**src/rtl/seg7_scan_driver_if.sv**
```systemverilog
// Digit bus from the IO register block plus the scanned display drive back out.
// master = register block side, slave = scanner side.
interface seg7_scan_driver_if #(
    parameter int NDIG = 8
);
    logic                en;
    logic [3:0]          bright;
    logic [8*NDIG-1:0]   dgt;
    logic [7:0]          seg;
    logic [NDIG-1:0]     an;
    logic                frame;

    modport master (output en, bright, dgt, input seg, an, frame);
    modport slave  (input en, bright, dgt, output seg, an, frame);
endinterface

```
**src/rtl/seg7_scan_driver.sv**
```systemverilog
// Multiplexed 7-segment scanner: per digit a blank guard, then a PWM-gated anode phase.
// All outputs registered (1-cycle latency from state); no backpressure, en=0 darkens next cycle.
module seg7_scan_driver #(
    parameter int NDIG       = 8,
    parameter int DIV        = 4096,
    parameter int BLANK_CYC  = 64,
    parameter bit SEG_ACT_LO = 1'b1,
    parameter bit AN_ACT_LO  = 1'b1
) (
    input  logic Clk,
    input  logic Rst,
    seg7_scan_driver_if.slave bus
);
    localparam int IW = (NDIG > 1) ? $clog2(NDIG) : 1;
    localparam int CW = $clog2(DIV + BLANK_CYC + 1);

    localparam logic [7:0]      SEG_OFF    = {8{SEG_ACT_LO}};
    localparam logic [NDIG-1:0] AN_OFF     = {NDIG{AN_ACT_LO}};
    localparam logic [CW-1:0]   STEP       = CW'(DIV / 16);
    localparam logic [CW-1:0]   BLANK_LAST = CW'(BLANK_CYC - 1);
    localparam logic [CW-1:0]   ON_LAST    = CW'(DIV - 1);
    localparam logic [IW-1:0]   IDX_LAST   = IW'(NDIG - 1);

    typedef enum logic [1:0] {IDLE, BLANK, ON} state_t;

    state_t            state;
    logic [IW-1:0]     idx;
    logic [CW-1:0]     cnt;
    logic [8*NDIG-1:0] snap;
    logic [3:0]        duty;

    logic [CW-1:0]     thr;
    logic [CW-1:0]     cnt_inc;
    logic [7:0]        seg_on;
    logic [NDIG-1:0]   an_on;

    // Anode stays lit while the ON counter is below (duty+1)/16 of the phase.
    assign thr     = (CW'(duty) + CW'(1)) * STEP;
    assign cnt_inc = cnt + CW'(1);
    assign seg_on  = snap[{idx, 3'b000} +: 8] ^ SEG_OFF;
    assign an_on   = (NDIG'(1) << idx) ^ AN_OFF;

    always_ff @(posedge Clk or posedge Rst) begin
        if (Rst) begin
            state     <= IDLE;
            idx       <= '0;
            cnt       <= '0;
            snap      <= '0;
            duty      <= '0;
            bus.seg   <= SEG_OFF;
            bus.an    <= AN_OFF;
            bus.frame <= 1'b0;
        end else begin
            bus.frame <= 1'b0;
            if (!bus.en) begin
                state   <= IDLE;
                idx     <= '0;
                cnt     <= '0;
                bus.seg <= SEG_OFF;
                bus.an  <= AN_OFF;
            end else begin
                case (state)
                    IDLE: begin
                        state     <= BLANK;
                        idx       <= '0;
                        cnt       <= '0;
                        snap      <= bus.dgt;
                        duty      <= bus.bright;
                        bus.frame <= 1'b1;
                        bus.seg   <= SEG_OFF;
                        bus.an    <= AN_OFF;
                    end
                    BLANK: begin
                        if (cnt == BLANK_LAST) begin
                            state   <= ON;
                            cnt     <= '0;
                            bus.seg <= seg_on;
                            bus.an  <= an_on;
                        end else begin
                            cnt <= cnt_inc;
                        end
                    end
                    ON: begin
                        if (cnt == ON_LAST) begin
                            state   <= BLANK;
                            cnt     <= '0;
                            duty    <= bus.bright;
                            bus.seg <= SEG_OFF;
                            bus.an  <= AN_OFF;
                            // Snapshot only at frame wrap so a frame is never torn.
                            if (idx == IDX_LAST) begin
                                idx       <= '0;
                                snap      <= bus.dgt;
                                bus.frame <= 1'b1;
                            end else begin
                                idx <= idx + IW'(1);
                            end
                        end else begin
                            cnt     <= cnt_inc;
                            bus.seg <= seg_on;
                            bus.an  <= (cnt_inc < thr) ? an_on : AN_OFF;
                        end
                    end
                    default: begin
                        state   <= IDLE;
                        bus.seg <= SEG_OFF;
                        bus.an  <= AN_OFF;
                    end
                endcase
            end
        end
    end
endmodule

```
**src/flat_wrapper.sv**
```systemverilog
// flat-port wrapper written by rule: the top's interface ports become plain ports
module seg7_scan_driver_flat 
#(
    parameter int NDIG       = 8,
    parameter int DIV        = 4096,
    parameter int BLANK_CYC  = 64,
    parameter bit SEG_ACT_LO = 1'b1,
    parameter bit AN_ACT_LO  = 1'b1
)
  (Clk, Rst, bus_en, bus_bright, bus_dgt, bus_seg, bus_an, bus_frame);
  seg7_scan_driver_if #(.NDIG(NDIG)) bus_i ();
  input  logic Clk;
  input  logic Rst;
  input wire logic [$bits(bus_i.en)-1:0] bus_en;
  input wire logic [$bits(bus_i.bright)-1:0] bus_bright;
  input wire logic [$bits(bus_i.dgt)-1:0] bus_dgt;
  output wire logic [$bits(bus_i.seg)-1:0] bus_seg;
  output wire logic [$bits(bus_i.an)-1:0] bus_an;
  output wire logic [$bits(bus_i.frame)-1:0] bus_frame;
  assign bus_i.en = bus_en;
  assign bus_i.bright = bus_bright;
  assign bus_i.dgt = bus_dgt;
  assign bus_seg = bus_i.seg;
  assign bus_an = bus_i.an;
  assign bus_frame = bus_i.frame;
  seg7_scan_driver #(.NDIG(NDIG), .DIV(DIV), .BLANK_CYC(BLANK_CYC), .SEG_ACT_LO(SEG_ACT_LO), .AN_ACT_LO(AN_ACT_LO)) u_core (.Clk(Clk), .Rst(Rst), .bus(bus_i));
endmodule
```
**config.mk**
```make
export PLATFORM = sky130hd
export DESIGN_NAME = seg7_scan_driver_flat
export DESIGN_NICKNAME = d
export VERILOG_FILES = /design/src/rtl/seg7_scan_driver_if.sv /design/src/rtl/seg7_scan_driver.sv /design/src/flat_wrapper.sv
export SDC_FILE = /design/constraint.sdc
export NUM_CORES = 1
export LEC_CHECK = 0
export CORE_MARGIN = 8
export CORE_UTILIZATION = 45
export DETAILED_ROUTE_END_ITERATION = 10
export GPL_ROUTABILITY_DRIVEN = 0
export PLACE_DENSITY = 0.73
export SLEW_MARGIN = 20
export SYNTH_ARGS = -nofsm -noshare
export SYNTH_HDL_FRONTEND = slang
export SYNTH_SLANG_ARGS = --single-unit
```
**constraint.sdc**
```tcl
create_clock -name Clk -period 4.3 [get_ports Clk]
set_clock_uncertainty 0.1 [all_clocks]
set_input_delay 0.645 -clock Clk [delete_from_list [all_inputs] [get_ports Clk]]
set_output_delay 0.645 -clock Clk [all_outputs]
set_load 0.02 [all_outputs]
```
==> metrics list, run 1 <==
* Type of the setup path with the least slack: flip-flop to flip-flop
- The worst setup path is launched from a flip-flop.
- The count of buffers added on input and output ports is 87.
* DR vias: 3,542
* Count of flip-flops with a built-in enable after synthesis: 0
- For this run, the number of Yosys warnings is 0.
- 0 antenna diodes ended up in the layout.
- Setup violations remaining at the end of the flow were counted as 0.
* Share of synthesized registers carrying an async set or reset: 100%
- Run status: finished clean
- In the final layout, flip-flops and latches occupy 2600 um2.
* Area added between synthesis and finish: 23.6%
* Clock slew seen by the registers of the worst setup and hold paths: 70 ps
- The slowest stage of the critical path is the sky130_fd_sc_hd__o21ai_0 cell.
- Maximum fanout along the worst path: 5
* Wire length of the first global-routing pass: 19,400 um
- In the final design database the tool counted 581 nets.
- The endpoint identified for the worst register-to-register timing path is u_core.bus.an[1].
- Max-cap violations: 0
* Fraction of synthesized cell area in xor and xnor cells: 0.981%
* Total Neg Setup Slack: 0 ps
* TritonCTS clock tree: done
* Number of standard cells after synthesis: 412
- Antenna violations before repair: 0
- Worst setup EP type: flip-flop
- The design draws 4050 uW.
- P_leak: 0.00285 uW
* Clk_lat worst skew: 350 ps
* Number of nets in the synthesized netlist: 499
* Adder and majority cell fraction of the synthesized area: 3.74%
* Proportion of synthesized chip area in sequential cells: 48.5%
* Setup repair after global routing missed its margin: false
- Proportion of layout cells with a drive suffix above 1: 25.9%
- Summing the areas of all and, or, nand and nor instances in the mapped netlist gives 10.0% of the synthesized area.
- IO Count: 88
* Worst Hold Launch: u_core.snap[21]
- Counting every sink on the clock net gives 103.
- R2R setup slack: 1430 ps
* Number of hold-repair buffers added at the cts stage: 0
* Die Area: 15,700 um2
- Final instance area: 6620 um2
- Final critical-path share of the clock period: 66.8%
- Overall track demand over capacity in global routing: 15.2%
- Summing the areas of all compound-gate instances in the mapped netlist gives 7.84% of the synthesized area.
* Fin crit period: 2870 ps
- Hold is met by 407 ps.
- The total overflow left after global routing is 0.
* Placed wire-length estimate: 8440 um
* Worst min path class: flip-flop to flip-flop
* Post-route non-filler standard cell count: 646
- At the pin with the least slew margin, the transition time is 909 ps.
* Initial Util: 45.4%
* Count of TritonRoute iterations in the first routing pass: 4
- Counting instances, the worst hold path has a depth of 1.
- The final hold violation count is 0.
- The largest single stage delay on the critical path is 430 ps.
- The cell area that synthesis handed to floorplanning was 5360 um2.
- The multi-input combinational cells in the finished layout cover a total of 2590 um2.
* Number of post-CTS setup repair buffers: 0
* Number of global-route vias before repair: 3,874
* Top library cells by usage in the layout, fill and taps aside: sky130_fd_sc_hd__clkdlybuf4s50_1, sky130_fd_sc_hd__dfrtp_1, sky130_fd_sc_hd__mux2_4
- Buffers inserted during clock tree synthesis total 9.
- Core footprint: 11,800 um2
* Largest net degree at the start of global routing: 92
- In this run the number of H-tree levels came out at 3.
- From left edge to right edge, the die measures 125 um.
- Counting flops and latches in the post-synthesis netlist gives 103.
* Worst ir drop on vdd: 0.318 mV
- In this run the mean area of a mapped cell was 13.0 um2.
- Number of rows created at floorplan: 40
- Counting cells, the worst reg-to-reg path comes to 10.
- WL/cell: 18.2 um
- Achievable frequency: 348 MHz
- The final number of max-transition violations is 0.
- Post-placement cell area: 6320 um2
- Post-CTS sizing: 0
- Primary flip-flop cell chosen by synthesis mapping: sky130_fd_sc_hd__dfrtp_1
- By area, the combinational part of the netlist is dominated by multiplexers.
- For this block, the initial DRC count from the detailed router was 210.
- The portion of synthesized area spent on multiplexers is 25.8%.
- Number of nets with antenna violations after routing: 0
- For this design the ratio of total power to cell area is 611 nW/um2.
- The number of different library cells used by synthesis comes to 54.
- DIE HEIGHT: 125 um
* WP data required: 4450 ps
* Vias per cell: 5.48
* Cell breakdown of the critical path: ha_1 -> and3_1 -> nand4_1 -> xnor2_1 -> ha_1 -> a211oi_1 -> nor2_1 -> or3_1 -> o21ai_0 -> a21oi_1
- Detailed-route wire length: 11,800 um
* Hold worst-path end: u_core.snap[21]
- CP dominant cell by count: sky130_fd_sc_hd__ha_1
- The worst register-to-register path begins at u_core.cnt[0].
- In this run the tightest slew margin relative to its limit is 39.4%.
- CTS placed an instance of sky130_fd_sc_hd__clkbuf_16 at the clock tree root.
- Data on the critical path arrives at its endpoint at 3020 ps.
* Clk buf depth: 2
- Layout filler cell count: 985
- Including well taps, the total number of placed cells is 630.
* Remaining routing DRC violations: 0
-- cell usage after synthesis, types with 2 or more instances --
library cell                n  area [um2]
sky130_fd_sc_hd__dfrtp_1   87        2180
sky130_fd_sc_hd__mux2_4    60         901
sky130_fd_sc_hd__nor2_1    34         128
sky130_fd_sc_hd__nand2_1   24        90.1
sky130_fd_sc_hd__a21oi_1   19        95.1
sky130_fd_sc_hd__dfstp_2   16         420
sky130_fd_sc_hd__ha_1      16         200
sky130_fd_sc_hd__mux4_2    16         360
sky130_fd_sc_hd__nand3_1   12        60.1
sky130_fd_sc_hd__inv_1     11        41.3
sky130_fd_sc_hd__o21ai_0   11        55.1
sky130_fd_sc_hd__mux2_2     9         101
sky130_fd_sc_hd__clkbuf_1   7        26.3
sky130_fd_sc_hd__nor3_1     7        35.0
sky130_fd_sc_hd__a22o_1     6        52.6
sky130_fd_sc_hd__buf_6      6        67.6
sky130_fd_sc_hd__buf_2      5        25.0
sky130_fd_sc_hd__nor2b_1    5        31.3
sky130_fd_sc_hd__a41oi_1    4        35.0
sky130_fd_sc_hd__and3_1     4        25.0
sky130_fd_sc_hd__nand4_1    4        25.0
sky130_fd_sc_hd__o21a_1     4        30.0
sky130_fd_sc_hd__xnor2_1    4        35.0
sky130_fd_sc_hd__and2_1     3        18.8
sky130_fd_sc_hd__o32ai_1    3        26.3
sky130_fd_sc_hd__a21o_1     2        15.0
sky130_fd_sc_hd__buf_1      2        7.51
sky130_fd_sc_hd__mux2i_1    2        20.0
sky130_fd_sc_hd__nand2b_1   2        12.5
sky130_fd_sc_hd__or3_1      2        12.5
sky130_fd_sc_hd__xor2_1     2        17.5
-- final cells by class --
cell class	count	share of cell area [%]
clock buffers	11	3.51
clock inverters	5	1.00
inverters	11	0.699
multi-input cells	278	39.2
flip-flops and latches	103	39.2
well taps	147	2.78
repair buffers	91	13.6
-- sequential cells by signal, indices dropped and copies added (netlist names) --
name,flops
u_core.bus.an,8
u_core.duty,4
u_core.bus.frame,1
u_core.bus.seg,8
u_core.cnt,13
u_core.idx,3
u_core.snap,64
u_core.state,2
-- worst max-delay path: cells and delay by family, from the launching register on --
family / cells / cell delay [ps]
flops: 1 / 380
fa+ha+maj: 2 / 510
simple gates: 4 / 780
compound gates: 3 / 790
xor+xnor: 1 / 220
-- routing by layer --
metal	track usage, %	vias to the layer above	part of all wire (%)
met5	0	-	0
met4	3.15	0	0.88
met3	4.97	10	5.5
met2	24.8	119	48
met1	19.4	1759	46
li1	-	1654	-
-- worst max path at each step --
stage | end | from | slack, ps | cells past startpoint
CTS | u_core.bus.an[1] | u_core.cnt[0] | 1420 | 10
floorplan | u_core.bus.frame | Rst | 880 | 1
global route | u_core.bus.an[1] | u_core.cnt[0] | 1190 | 10
detailed placement | u_core.bus.an[0] | u_core.cnt[0] | 1450 | 10
finish | u_core.bus.an[1] | u_core.cnt[0] | 1430 | 10
global placement | u_core.snap[53] | u_core.idx[1] | 1500 | 6
-- where the power goes --
| group | internal (uW) | switching, uW | total [uW] |
|---|---|---|---|
| combinational | 926 | 642 | 1570 |
| sequential | 1400 | 246 | 1650 |
| clock | 459 | 373 | 833 |
-- cells by family after synthesis --
| logic type | after synthesis |
|---|---|
| and+or+nand+nor | 107 |
| muxes | 87 |
| AOI/OAI and AO/OA | 62 |
| DFF | 103 |
| xor gates and xnor gates | 6 |
| buffers and inverters | 31 |
| adders and majority gates | 16 |
-- metrics by stage --
stage / setup slack (ps) / util, %
2_1_floorplan: 878 / -
3_3_place_gp: 1500 / 53.5
3_5_place_dp: 1450 / 53.5
4_1_cts: 1420 / 56.0
5_1_grt: 1190 / 56.1
6_report: 1430 / 56.1
Note: power is estimated with default switching activity, not from simulation.
==> inputs of run 2 (changes only) <==
--- a/config.mk
+++ b/config.mk
@@ -9,7 +9,7 @@
 export CORE_UTILIZATION = 45
 export DETAILED_ROUTE_END_ITERATION = 10
 export GPL_ROUTABILITY_DRIVEN = 0
-export PLACE_DENSITY = 0.73
+export PLACE_DENSITY = 0.76
 export SLEW_MARGIN = 20
 export SYNTH_ARGS = -nofsm -noshare
 export SYNTH_HDL_FRONTEND = slang
==> constraint.sdc (replaced) <==
create_clock -name Clk -period 2.3 [get_ports Clk]
set_clock_uncertainty 0.1 [all_clocks]
set_input_delay 0.345 -clock Clk [delete_from_list [all_inputs] [get_ports Clk]]
set_output_delay 0.345 -clock Clk [all_outputs]
set_load 0.02 [all_outputs]
==> metrics list, run 2 (synthesis gave the netlist of run 1 again) <==
- The height of the die is 125 um (unchanged).
- Initial Util: 45.4% (unchanged)
- Setup crit start kind: flip-flop
- IO Count: 88 (unchanged)
- Worst ir drop on vdd: 0.626 mV (+97%)
* Fin. max-slew vios: 0 (unchanged)
* Relative max-transition margin: 66.7% (+27 points)
- The count of nets left with antenna violations after detail routing was 0 (unchanged).
* Top Registers: u_core.snap x64, u_core.cnt x13
- Run status: complete, but fails checks
- Setup repair after global routing missed its margin: true
- The slowest stage of the critical path belongs to the cell sky130_fd_sc_hd__dfrtp_1.
* Area added between synthesis and finish: 36.8%
- Wire length of the first global-routing pass: 21,100 um (+8.6%)
- The overall global routing resource usage was 16.6% (+1.3 points).
* Net total in the final layout: 638 (+9.8%)
- The placed instance count was 669 (+6.2%).
- Remaining routing DRC violations: 0 (unchanged)
* Vias per cell: 5.45 (-0.66%)
- The placement-stage worst setup slack was -188 ps (-1630 ps).
* Number of rows created at floorplan: 40 (unchanged)
- Diodes inserted: 0 (unchanged)
- The number of maximum-capacitance constraint violations was 0 (unchanged).
- Number of global-route vias before repair: 4,131 (+6.6%)
* WP data required: 2470 ps (-1980 ps)
- The setup-violating endpoint count in the final report was 13 (+13).
- The ratio of total power to cell area is 1120 nW/um2 (+83%).
- Cell breakdown of the critical path: ha_2 -> and3_4 -> nand4_1 -> xnor2_2 -> ha_1 -> a211oi_2 -> nor2_1 -> or3_4 -> o21ai_4 -> a21oi_1
- The library cell used most frequently in the layout, excluding fill and tap cells, is sky130_fd_sc_hd__clkdlybuf4s50_1.
- WL/cell: 19.2 um (+5.3%)
- The number of standard cells in the layout, taps in and fillers out is 703 (+8.8%).
- Number of buffers created by CTS: 9 (unchanged)
- CTS root buf: sky130_fd_sc_hd__clkbuf_16
* Clock slew seen by the registers of the worst setup and hold paths: 70 ps (about the same)
* Achievable frequency: 402 MHz (+15%)
* Post-placement cell area: 6700 um2 (+6.0%)
* Count of TritonRoute iterations in the first routing pass: 4 (unchanged)
* P_leak: 0.00322 uW (+13%)
* Violated checks: setup timing
* Layout filler cell count: 906 (-8.0%)
- DR vias: 3,829 (+8.1%)
- Critical path buffer and inverter count: 0 (unchanged)
- Clk_lat worst skew: 350 ps (about the same)
- The worst path setup slack after routing was -188 ps (-1620 ps).
- The final hold violation count is 0 (unchanged).
- The maximum fanout along the worst path came to 5 (unchanged).
- The number of flip-flops under the largest register name came to 64 (unchanged).
- Crit path largest cell delay: 380 ps (-50 ps)
- Least-Margin Pin Slew: 498 ps (-411 ps)
* Drt first-iter violations: 147 (-30%)
- The deepest clock path buffer count came to 2 (unchanged).
- The total area of sequential cells is 2600 um2 (about the same).
- Detailed-route wire length: 13,500 um (+15%)
* Type of the setup path with the least slack: flip-flop to flip-flop
- The post-route cell area was 7330 um2 (+11%).
- Fin crit period: 2490 ps (-385 ps)
* Number of input and output port buffers inserted: 87 (unchanged)
- The register with the most flip-flops in the final layout is u_core.snap.
- Top library cells by usage in the layout, fill and taps aside: sky130_fd_sc_hd__clkdlybuf4s50_1, sky130_fd_sc_hd__dfrtp_1, sky130_fd_sc_hd__mux2_4
- The worst slack on hold paths is 274 ps (-134 ps).
- Critical path's top delay family: simple AND/OR/NAND/NOR gates
- The final design utilization came to 62.1% (+6.0 points).
- STA classifies the critical path endpoint as a flip-flop.
- Final critical-path share of the clock period: 108% (+41 points)
* H-tree level count: 3 (unchanged)
- Core footprint: 11,800 um2 (unchanged)
* Area of combinational cells with multiple inputs: 2690 um2 (+3.7%)
- The leftover overflow at the end of global routing came to 0 (unchanged).
- The share of final-layout standard cells stronger than drive strength 1 came to 36.3% (+10 points).
- The worst path arrival time is 2660 ps (-360 ps).
- TritonCTS built the clock tree.
* Worst min path class: primary input to asynchronous set/reset pin
- # clock sinks: 103 (unchanged)
- The pin count of the biggest net entering global routing is 33 (-64%).
- The final HPWL from detailed placement is 9260 um (+9.8%).
* Width of the die: 125 um (unchanged)
- The die footprint came to 15,700 um2 (unchanged).
- The initial antenna violation count was 0 (unchanged).
==> run 2: changes by cell type in the layout (fill, tap and decap cells not counted), moves of 3 or more <==
| cell | before | now |
|---|---|---|
| sky130_fd_sc_hd__a41oi_1 | 4 | 1 |
| sky130_fd_sc_hd__a41oi_2 | 0 | 3 |
| sky130_fd_sc_hd__buf_12 | 0 | 7 |
| sky130_fd_sc_hd__buf_4 | 4 | 46 |
| sky130_fd_sc_hd__clkbuf_16 | 9 | 13 |
==> run 2: area by class of cell <==
| cell class | instances | share of cell area [%] |
|---|---|---|
| Clock buffer | 10 | 3.12 |
| Tap cell | 147 | 2.51 |
| Timing Repair Buffer | 148 | 20.7 |
| Multi-Input combinational cell | 278 | 36.7 |
| Clock inverter | 6 | 0.938 |
| Sequential cell | 103 | 35.4 |
| Inverter | 11 | 0.614 |
==> run 2: path summary, 6_finish.rpt <==
| kind | slack [ps] | end | cells after the start | from |
|---|---|---|---|---|
| max | -190 | u_core.bus.an[2] | 10 | u_core.cnt[0] |
| min | 270 | u_core.bus.frame | 2 | Rst |
| max reg2reg | -190 | u_core.bus.an[2] | 10 | u_core.cnt[0] |
| min reg2reg | 410 | u_core.snap[61] | 1 | u_core.snap[61] |
| max in group asynchronous | 1280 | u_core.bus.seg[0] | 3 | Rst |
| min in group Clk | 410 | u_core.snap[61] | 1 | u_core.snap[61] |
==> run 2: worst register-to-register path, stage by stage (launching register included) <==
cell                       delay, ps
sky130_fd_sc_hd__dfrtp_1         380
sky130_fd_sc_hd__ha_2            200
sky130_fd_sc_hd__and3_4          200
sky130_fd_sc_hd__nand4_1         130
sky130_fd_sc_hd__xnor2_2         170
sky130_fd_sc_hd__ha_1            310
sky130_fd_sc_hd__a211oi_2        190
sky130_fd_sc_hd__nor2_1           70
sky130_fd_sc_hd__or3_4           360
sky130_fd_sc_hd__o21ai_4         210
sky130_fd_sc_hd__a21oi_1         100
==> run 2: stage by stage <==
| step | TNS (ps) | power (uW) |
|---|---|---|
| 2_1_floorplan | -383 | 5280 |
| 3_3_place_gp | -811 | 6080 |
| 3_5_place_dp | -1320 | 6210 |
| 4_1_cts | -1200 | 7850 |
| 5_1_grt | -5780 | 8610 |
| 6_report | -1350 | 8190 |
==> run 2: power breakdown <==
part,switching (uW),internal [uW],total (uW),leakage [uW]
Clock,688,850,1540,0.000143
Combinational,1420,2150,3570,0.00185
Sequential,466,2620,3080,0.00122
Total,2570,5620,8190,0.00322
==> run 2: routing by layer <==
| layer | part of all wire (%) | GRT usage, % |
|---|---|---|
| met4 | 1.1 | 4.66 |
| met3 | 5.3 | 4.46 |
| met2 | 49 | 27.2 |
| met5 | 0 | 0 |
| met1 | 44 | 21.0 |
==> run 2: timing repair <==
| action | 4_1_cts | 5_1_grt |
|---|---|---|
| hold buffers | 0 | 0 |
| endpoints found under the setup margin | 8 | 90 |
| pin swaps | 7 | 7 |
| gates resized for setup | 8 | 14 |
| buffers inserted | 2 | 10 |
| cloned | 0 | 7 |
==> inputs of run 3 (changes only) <==
--- a/config.mk
+++ b/config.mk
@@ -5,11 +5,14 @@
 export SDC_FILE = /design/constraint.sdc
 export NUM_CORES = 1
 export LEC_CHECK = 0
+export CELL_PAD_IN_SITES_DETAIL_PLACEMENT = 0
+export CELL_PAD_IN_SITES_GLOBAL_PLACEMENT = 1
 export CORE_MARGIN = 8
-export CORE_UTILIZATION = 45
+export CORE_UTILIZATION = 39
+export CTS_BUF_LIST = sky130_fd_sc_hd__clkbuf_16
 export DETAILED_ROUTE_END_ITERATION = 10
 export GPL_ROUTABILITY_DRIVEN = 0
-export PLACE_DENSITY = 0.76
+export PLACE_DENSITY = 0.8
 export SLEW_MARGIN = 20
 export SYNTH_ARGS = -nofsm -noshare
 export SYNTH_HDL_FRONTEND = slang
==> metrics list, run 3 (synthesis gave the netlist of run 1 again) <==
- Worst min path class: primary input to asynchronous set/reset pin
- The delay of the slowest critical-path stage came to 380 ps (about the same).
- The share of final-layout standard cells stronger than drive strength 1 is 35.5% (-0.81 points).
* Worst setup EP type: flip-flop
* Final instance area: 7280 um2 (-0.70%)
- Post-route worst hold slack: 345 ps (+71.6 ps)
- The routed via count divided by cell count came to 5.13 (-5.9%).
* Flip-flop count of the largest register after layout: 64 (unchanged)
- The number of maximum-capacitance constraint violations came to 0 (unchanged).
* TritonCTS clock tree: done
- STA classifies the critical path startpoint as a flip-flop.
- Clk_lat worst skew: 360 ps (about the same)
- Total power density per cell area: 1120 nW/um2 (+0.23%)
* Arrival time at the worst endpoint: 2610 ps (-50 ps)
- Number of hold-repair buffers added at the cts stage: 0 (unchanged)
- The run finished, with violations left.
* Number of input and output port buffers inserted: 87 (unchanged)
- The normalized max-slew margin was 60.5% (-6.2 points).
- Top library cells by usage in the layout, fill and taps aside: sky130_fd_sc_hd__clkdlybuf4s50_1, sky130_fd_sc_hd__dfrtp_1, sky130_fd_sc_hd__mux2_4
- The pin count of the biggest net entering global routing came to 104 (+220%).
- Top Registers: u_core.snap x64, u_core.cnt x13
* H-tree level count: 3 (unchanged)
* IO Count: 88 (unchanged)
- Width of the die: 133 um (+6.5%)
- Clk buf depth: 2 (unchanged)
- Fin crit period: 2450 ps (-34.9 ps)
- CTS root buf: sky130_fd_sc_hd__clkbuf_16
- The number of clock sinks came to 103 (unchanged).
* Cell with the largest stage delay on the worst path: sky130_fd_sc_hd__dfrtp_1
- Final critical-path share of the clock period: 107% (-1.5 points)
- The final HPWL from detailed placement is 9210 um (-0.54%).
- Core footprint: 13,700 um2 (+16%)
- The maximum clock frequency came to 408 MHz (+1.4%).
- The register with the most flip-flops in the final layout is u_core.snap.
- The worst path setup slack after routing came to -153 ps (+34.9 ps).
- Total congestion overflow after global routing: 0 (unchanged)
- Remaining routing DRC violations: 0 (unchanged)
- Area added between synthesis and finish: 35.9%
* Maximum fanout along the worst path: 4 (-1)
- WP data required: 2460 ps (about the same)
* Number of nets with antenna violations after routing: 0 (unchanged)
* Antenna violations before repair: 0 (unchanged)
- WL/cell: 18.3 um (-4.4%)
* Critical path buffer and inverter count: 0 (unchanged)
* Clock slew seen by the registers of the worst setup and hold paths: 70 ps (about the same)
- The number of buffers created by CTS is 9 (unchanged).
- The final reports fail on setup timing.
* Number of rows created at floorplan: 43 (+7.5%)
- Fin. max-slew vios: 0 (unchanged)
- Setup Viol. Count Final: 42 (+29)
- The number of fill cells was 1,218 (+34%).
- The largest voltage drop on the vdd net came to 0.544 mV (-13%).
* P_leak: 0.00318 uW (-1.3%)
* DIE HEIGHT: 133 um (+6.5%)
- Least-Margin Pin Slew: 591 ps (+92.8 ps)
- Walking the worst path, the cells encountered are ha_2 -> and3_4 -> nand4_1 -> xnor2_2 -> ha_1 -> a211oi_2 -> nor2_1 -> or3_4 -> nor2_4 -> a41oi_2.
- Fin. Hold Viols: 0 (unchanged)
- Number of global-route vias before repair: 4,174 (+1.0%)
- The iteration-0 DRC count of the detailed router is 245 (+67%).
- In this design, the largest share of critical-path delay is due to simple AND/OR/NAND/NOR gates.
- The overall global routing resource usage is 15.1% (-1.5 points).
- The die footprint is 17,700 um2 (+13%).
- Setup repair after global routing missed its margin: true
- The number of inserted diodes came to 0 (unchanged).
- DR vias: 3,737 (-2.4%)
- By startpoint and endpoint, the worst setup path is classified as flip-flop to flip-flop.
- The post-placement cell area came to 6700 um2 (about the same).
- The detailed-route wire length came to 13,400 um (-0.84%).
- Net total in the final layout: 631 (-1.1%)
- Count of TritonRoute iterations in the first routing pass: 4 (unchanged)
- The effective utilization at floorplan was 39.2% (-6.2 points).
- The first-pass GRT wire length is 21,500 um (+2.3%).
## run 3: changes by cell type in the layout (fill, tap and decap cells not counted), moves of 2 or more
| cell | before | now |
|---|---|---|
| sky130_fd_sc_hd__buf_4 | 46 | 41 |
| sky130_fd_sc_hd__buf_12 | 7 | 5 |
| sky130_fd_sc_hd__buf_6 | 2 | 4 |
| sky130_fd_sc_hd__inv_8 | 0 | 2 |
## run 3: layout make-up
cell class	count	area [um2]	share of cell area, %
multi-input cells	278	2690	36.9
well taps	180	225	3.09
inverters	11	45.0	0.619
clock inverters	7	80.1	1.10
repair buffers	141	1420	19.6
flip-flops and latches	103	2600	35.7
clock buffers	9	225	3.09
## run 3: worst paths after layout
check,start,to,slack [ps],cells past startpoint
min in group Clk,u_core.snap[6],u_core.snap[6],410,1
setup / recovery,u_core.cnt[0],u_core.bus.an[6],-150,10
setup reg to reg,u_core.cnt[0],u_core.bus.an[6],-150,10
hold / removal,Rst,u_core.cnt[5],350,3
hold reg to reg,u_core.snap[6],u_core.snap[6],410,1
max in group asynchronous,Rst,u_core.duty[0],1260,3
## run 3: worst register-to-register path, stage by stage (launching register included)
cell and delay, ps:
sky130_fd_sc_hd__dfrtp_1 380, sky130_fd_sc_hd__ha_2 190, sky130_fd_sc_hd__and3_4 190, sky130_fd_sc_hd__nand4_1 130, sky130_fd_sc_hd__xnor2_2 180, sky130_fd_sc_hd__ha_1 310, sky130_fd_sc_hd__a211oi_2 180, sky130_fd_sc_hd__nor2_1 70
sky130_fd_sc_hd__or3_4 360, sky130_fd_sc_hd__nor2_4 150, sky130_fd_sc_hd__a41oi_2 130
## run 3: timing repair
action | in CTS | in global routing
endpoints found under the setup margin | 8 | 91
pin swaps | 6 | 2
setup buffers | 0 | 8
cloned | 0 | 6
resized for setup | 6 | 15
## run 3: where the power goes
part	internal [uW]	switching, uW	leakage [uW]
registers	2620	447	0.00123
logic	2110	1380	0.00180
clock network	862	731	0.000154
## run 3: layer usage
metal / vias up / part of all wire (%) / global-route usage, %
li1: 1756 / - / -
met1: 1899 / 44 / 19.0
met2: 74 / 51 / 24.9
met3: 8 / 4.2 / 4.25
met4: 0 / 0.73 / 3.81
met5: - / 0 / 0
## run 3: metrics by stage
step,setup WS (ps),TNS [ps],util [%],cells,total power [uW]
finish,-153,-2220,53.3,729,8150
global route,-357,-9780,53.3,729,8610
CTS,-149,-1080,51.6,716,7890
detailed placement,-216,-1550,49.0,700,6240
global placement,-131,-920,49.0,700,6110
floorplan,-53.2,-383,-,412,5280
